## src/rtl/bit_deserializer_pkg.sv

```systemverilog
// Shared types and helpers for the bit deserializer.
package deser_pkg;

    typedef enum logic {
        IDLE,
        SHIFT
    } deser_state_t;

    // Width of a counter that must hold values 0..width inclusive.
    function automatic int unsigned cnt_w(input int unsigned width);
        return $clog2(width + 1);
    endfunction

endpackage

```

## src/rtl/bit_deserializer_out_reg.sv

```systemverilog
// Valid/ready holding register for completed words; reports dropped words.
module deser_out_reg
    import deser_pkg::*;
#(
    parameter int unsigned WIDTH = 8
) (
    input  logic             clk_i,
    input  logic             rst_ni,
    input  logic             load_i,
    input  logic [WIDTH-1:0] data_i,
    input  logic             ready_i,
    output logic [WIDTH-1:0] data_o,
    output logic             valid_o,
    output logic             overrun_o
);

    logic [WIDTH-1:0] data_q, data_d;
    logic             valid_q, valid_d;
    logic             accept;

    // Load when empty or being drained this cycle; otherwise a new word is dropped.
    always_comb begin
        data_d    = data_q;
        valid_d   = valid_q;
        overrun_o = 1'b0;
        accept    = valid_q && ready_i;
        if (load_i && (!valid_q || accept)) begin
            data_d  = data_i;
            valid_d = 1'b1;
        end else begin
            overrun_o = load_i;
            if (accept) begin
                valid_d = 1'b0;
            end
        end
    end

    // Output register state.
    always_ff @(posedge clk_i or negedge rst_ni) begin
        if (!rst_ni) begin
            data_q  <= '0;
            valid_q <= 1'b0;
        end else begin
            data_q  <= data_d;
            valid_q <= valid_d;
        end
    end

    assign data_o  = data_q;
    assign valid_o = valid_q;

endmodule

```

## src/rtl/bit_deserializer.sv

```systemverilog
// Serial-to-parallel word assembler aligned on a frame marker.
module bit_deserializer
    import deser_pkg::*;
#(
    parameter int unsigned WIDTH     = 8,
    parameter bit          MSB_FIRST = 1'b1
) (
    input  logic             clk,
    input  logic             rstb,
    input  logic             en,
    input  logic             bit_in,
    input  logic             bit_valid,
    input  logic             frame_start,
    output logic [WIDTH-1:0] out_data,
    output logic             out_valid,
    input  logic             out_ready,
    output logic             err_overrun,
    output logic             err_resync,
    input  logic             err_clr
);

    localparam int unsigned CW = cnt_w(WIDTH);

    deser_state_t     state_q, state_d;
    logic [CW-1:0]    cnt_q, cnt_d;
    logic [WIDTH-1:0] sh_q, sh_d;
    logic             word_done;
    logic             resync_set;
    logic             overrun_pulse;
    logic             err_ovr_q, err_ovr_d;
    logic             err_rsy_q, err_rsy_d;

    function automatic logic [WIDTH-1:0] shift_in(input logic [WIDTH-1:0] cur, input logic b);
        if (MSB_FIRST) begin
            return {cur[WIDTH-2:0], b};
        end else begin
            return {b, cur[WIDTH-1:1]};
        end
    endfunction

    // Next-state, counter and shifter; a word boundary (count 0) starts a fresh word.
    always_comb begin
        logic [CW-1:0] cnt_nxt;
        logic          fresh;
        state_d    = state_q;
        cnt_d      = cnt_q;
        sh_d       = sh_q;
        word_done  = 1'b0;
        resync_set = 1'b0;
        cnt_nxt    = '0;
        fresh      = 1'b0;
        if (!en) begin
            state_d = IDLE;
            cnt_d   = '0;
            sh_d    = '0;
        end else if (bit_valid) begin
            case (state_q)
                IDLE: begin
                    if (frame_start) begin
                        sh_d    = shift_in('0, bit_in);
                        cnt_d   = CW'(1);
                        state_d = SHIFT;
                    end
                end
                SHIFT: begin
                    fresh      = frame_start || (cnt_q == '0);
                    resync_set = frame_start && (cnt_q != '0);
                    sh_d       = shift_in(fresh ? '0 : sh_q, bit_in);
                    cnt_nxt    = fresh ? CW'(1) : cnt_q + CW'(1);
                    if (cnt_nxt == CW'(WIDTH)) begin
                        word_done = 1'b1;
                        cnt_d     = '0;
                    end else begin
                        cnt_d = cnt_nxt;
                    end
                end
                default: state_d = IDLE;
            endcase
        end
    end

    // FSM, counter and shift register state.
    always_ff @(posedge clk or negedge rstb) begin
        if (!rstb) begin
            state_q <= IDLE;
            cnt_q   <= '0;
            sh_q    <= '0;
        end else begin
            state_q <= state_d;
            cnt_q   <= cnt_d;
            sh_q    <= sh_d;
        end
    end

    deser_out_reg #(
        .WIDTH(WIDTH)
    ) u_out_reg (
        .clk_i    (clk),
        .rst_ni   (rstb),
        .load_i   (word_done),
        .data_i   (sh_d),
        .ready_i  (out_ready),
        .data_o   (out_data),
        .valid_o  (out_valid),
        .overrun_o(overrun_pulse)
    );

    // Sticky flags: a set event outranks a simultaneous clear.
    always_comb begin
        err_ovr_d = overrun_pulse ? 1'b1 : (err_clr ? 1'b0 : err_ovr_q);
        err_rsy_d = resync_set ? 1'b1 : (err_clr ? 1'b0 : err_rsy_q);
    end

    // Sticky flag registers.
    always_ff @(posedge clk or negedge rstb) begin
        if (!rstb) begin
            err_ovr_q <= 1'b0;
            err_rsy_q <= 1'b0;
        end else begin
            err_ovr_q <= err_ovr_d;
            err_rsy_q <= err_rsy_d;
        end
    end

    assign err_overrun = err_ovr_q;
    assign err_resync  = err_rsy_q;

endmodule

```

## config.mk

```make
export PLATFORM = sky130hd
export DESIGN_NAME = bit_deserializer
export DESIGN_NICKNAME = d
export VERILOG_FILES = /design/src/rtl/bit_deserializer_pkg.sv /design/src/rtl/bit_deserializer_out_reg.sv /design/src/rtl/bit_deserializer.sv
export SDC_FILE = /design/constraint.sdc
export NUM_CORES = 1
export LEC_CHECK = 0
export CORE_MARGIN = 3
export CORE_UTILIZATION = 48
export CTS_BUF_LIST = sky130_fd_sc_hd__clkbuf_8
export CTS_CLUSTER_SIZE = 30
export DETAILED_ROUTE_END_ITERATION = 8
export PLACE_DENSITY = 0.78
export SKIP_LAST_GASP = 1
export SYNTH_ARGS = -nofsm -noshare
export SYNTH_HDL_FRONTEND = slang
export SYNTH_SLANG_ARGS = --single-unit
```

## constraint.sdc

```tcl
create_clock -name clk -period 1.9 [get_ports clk]
set_input_delay 0.38 -clock clk [delete_from_list [all_inputs] [get_ports clk]]
set_output_delay 0.38 -clock clk [all_outputs]
set_load 0.02 [all_outputs]
```

==> results of run 1 <==
per-layer routing:
metal / GRT usage [%] / share of wire (%) / routed length (um) / vias up
met1: 19.41 / 43 / 879 / 369
met2: 31.20 / 54 / 1117 / 10
met5: 0 / 0 / 0 / -
met4: 7.660 / 0.87 / 18 / 0
met3: 2.564 / 2.0 / 42 / 2
li1: - / - / - / 364
cells by family after synthesis:
kind of cell / after synthesis
mux: 9
buf+inv: 5
flops: 24
compound gates: 17
xor+xnor: 1
simple gates: 23
fa+ha+maj: 2
power by group through the flow:
stage	clock network (mW)	registers (mW)	logic, mW
after floorplan	0	0.528	0.0277
after global placement	0	0.529	0.0761
after detailed placement	0	0.529	0.0780
after CTS	0.446	0.519	0.0820
after global routing	0.468	0.520	0.0888
final	0.439	0.519	0.0812
final timing paths:
| check | cells after the start | endpoint | slack (ps) | startpoint |
|---|---|---|---|---|
| worst min-delay path | 2 | sh_q[7]$_DFF_PN0_ | 470 | rstb |
| worst min register to register | 1 | err_overrun$_DFFE_PN0P_ | 490 | err_overrun$_DFFE_PN0P_ |
| worst max register to register | 7 | u_out_reg.data_o[0]$_DFFE_PN0P_ | 2 | cnt_q[0]$_DFFE_PN0P_ |
| worst max-delay path | 7 | u_out_reg.data_o[0]$_DFFE_PN0P_ | 2 | cnt_q[0]$_DFFE_PN0P_ |
| min in group clk | 1 | err_overrun$_DFFE_PN0P_ | 490 | err_overrun$_DFFE_PN0P_ |
| max in group asynchronous | 2 | u_out_reg.data_o[3]$_DFFE_PN0P_ | 1200 | rstb |
metrics by stage:
step	util [%]	instances	total power, mW
2_1_floorplan	-	81	0.5562
3_3_place_gp	66.88	138	0.6049
6_report	71.88	144	1.039
3_5_place_dp	66.88	138	0.6073
4_1_cts	71.44	144	1.047
5_1_grt	71.88	144	1.077
flip-flops by register name (all words and copies together) (netlist names):
register and flops:
u_out_reg.data_o 8, err_resync 1, err_overrun 1, u_out_reg.valid_o 1, cnt_q 4, state_q 1, sh_q 8
worst max-delay path, cell delays in order (launching register included):
cell and delay (ps):
dfrtp_1 420, inv_2 50, ha_2 160, or2b_1 180
nand2_2 70, a2111oi_4 390, nand3_4 190, mux2_4 330
layout by cell type (no fill, tap or decap):
master	n
or2b_1	1
o2bb2ai_2	1
mux2i_1	1
buf_4	15
inv_2	1
and2_1	1
a2111oi_4	1
nand3_1	1
o21ai_0	2
nand3_4	1
a22o_1	8
nor3_1	1
inv_1	3
nand2_2	3
nand2_1	6
mux2_4	1
a32o_1	1
clkbuf_8	3
clkdlybuf4s50_1	18
ha_2	2
o21ai_1	1
bufinv_16	1
dfrtp_1	24
nor2b_1	2
nand4_1	1
nand2b_1	1
o31ai_1	1
xor2_1	1
nor2_1	5
a31oi_1	1
a21oi_1	1
mux2_2	7
what timing repair did:
action                                  in CTS  in global routing
hold endpoints to repair                     0                  0
gates resized for setup                      3                  2
buffers inserted                             2                  0
endpoints found under the setup margin       8                 10
pin swaps                                    3                  2
layout make-up:
| class | count | area (sq um) | area share [%] |
|---|---|---|---|
| timing repair buffer | 33 | 292.8 | 20.35 |
| sequential | 24 | 600.6 | 41.74 |
| clock inverter | 1 | 30.03 | 2.087 |
| clock buffer | 3 | 41.29 | 2.870 |
| multi-input combinational | 52 | 425.4 | 29.57 |
| inverter | 4 | 15.01 | 1.043 |
| tap | 27 | 33.78 | 2.348 |
==> out/results.txt, run 1 <==
Vias in the first global route: 812
Post-Syn Area per Cell: 12.74 sq um
Comb pwr share: 7.8%
Vias per cell: 5.174
Crit path arrival time: 2050 ps
Slew Limit Headroom: 74.88%
P per Cell Area: 722.3 nW/um^2
Hold crit path type: input pin to async pin
Die Y: 52.38 um
EDFF count, synth: 0
Largest net degree at the start of global routing: 25
Detailed Routing Iterations Pass 1: 4
Yosys reg bits: 24
Hold-fix buffers at CTS: 0
XOR/XNOR Fraction of Synth Area: 0.8485%
Req. time, crit path: 2050 ps
YS warnings: 0
Wire per inst: 14.29 um
Site row count: 16
TNS Setup: 0 ps
Clock Skews: 0.9762 ps
Post-synth top cells: dfrtp_1, a22o_1, mux2_2, nand2_1, nor2_1
Ys async rst share: 100.0%
CTS HTree Levels: 1
Antenna-violating nets left: 0
Clock power share: 42.2%
First-pass GRT wire length: 3.422 mm
Post-route cell area: 1439 sq um
Internal power: 0.8374 mW
Worst-Margin Slew: 376.8 ps
Sequential share of the synthesized area: 58.18%
Post-synthesis compound-gate area fraction: 14.55%
Num CTS Buffers: 3
Tot GR Track Use: 17.12%
Final Hold Violating Endpoints: 0
Post-DP HPWL: 1.504 mm
Via count: 745
Reg clk slew, reported paths: 80 ps
Initial antenna violation count: 0
Top cell type's share of synthesized area: 58.18%
GPL Wtd Cong: 0.8579
I/O pin count: 19
FMAX: 526.7 MHz
Crit path capture type: flip-flop
Setup Viol. Count Final: 0
Portion of netlist area occupied by mux cells: 10.06%
Root buffer cell: clkbuf_8
Final worst setup slack: 1.518 ps
Run status: complete, no violations
Routed WL: 2.058 mm
Share of power burned in registers: 50.0%
Ant. Diodes: 0
PortBufs: 18
Synthesized net count: 91
CTS tree: built
Synth Area in Adders: 2.424%
Sw Share: 19.43%
Clk sink count: 24
Mapped Cells: 81
Psw: 0.2019 mW
RSZ-0062 raised after global routing: yes
Grt ovf: 0
# DRC: 0
Final Critical Period: 1898 ps
Count leader, synth: dfrtp_1
Max Transition Viols Final: 0
Unique masters post-synth: 28
CP startpoint kind: flip-flop
Synth Area in Simple Gates: 12.00%
Synthesis-to-layout area growth: 39.39%
Maximum clock insertion buffer count: 2
# fillers: 144
Cell area after synthesis: 1032 sq um
Die width: 52.38 um
Hold Slack: 471.9 ps
Fin nets: 128
Full die area: 2743 sq um
Cell accounting for the most synthesized area: dfrtp_1
Predominant post-synthesis flop cell: dfrtp_1
Max cap viols: 0
Leakage Power: 0.6772 nW
Starting Density: 51.56%
Core area: 2002 sq um
Synth area leaders: dfrtp_1, mux2_2, a22o_1
Layout cell share with drive strength beyond 1: 30.77%
Number of DRC markers in iteration 0: 10
Period utilization: 99.92%
Largest family of logic cells by synthesized area: compound AO/OA/AOI/OAI gates
Cell area after placement: 1339 sq um
Critical path class: flip-flop to flip-flop
Max VDD drop: 568.2 uV
Clk Latency, worst-skew pair: 260 ps
Pre-CTS setup slack: -176.6 ps
CP Max Fanout: 8
Note: power is estimated with default switching activity, not from simulation.
==> inputs of run 2 (changes only) <==
Settings changed: GPL_ROUTABILITY_DRIVEN set to 0.
==> results of run 2 <==
Same layout as run 1: the final DEF is identical, and so are final timing and power.
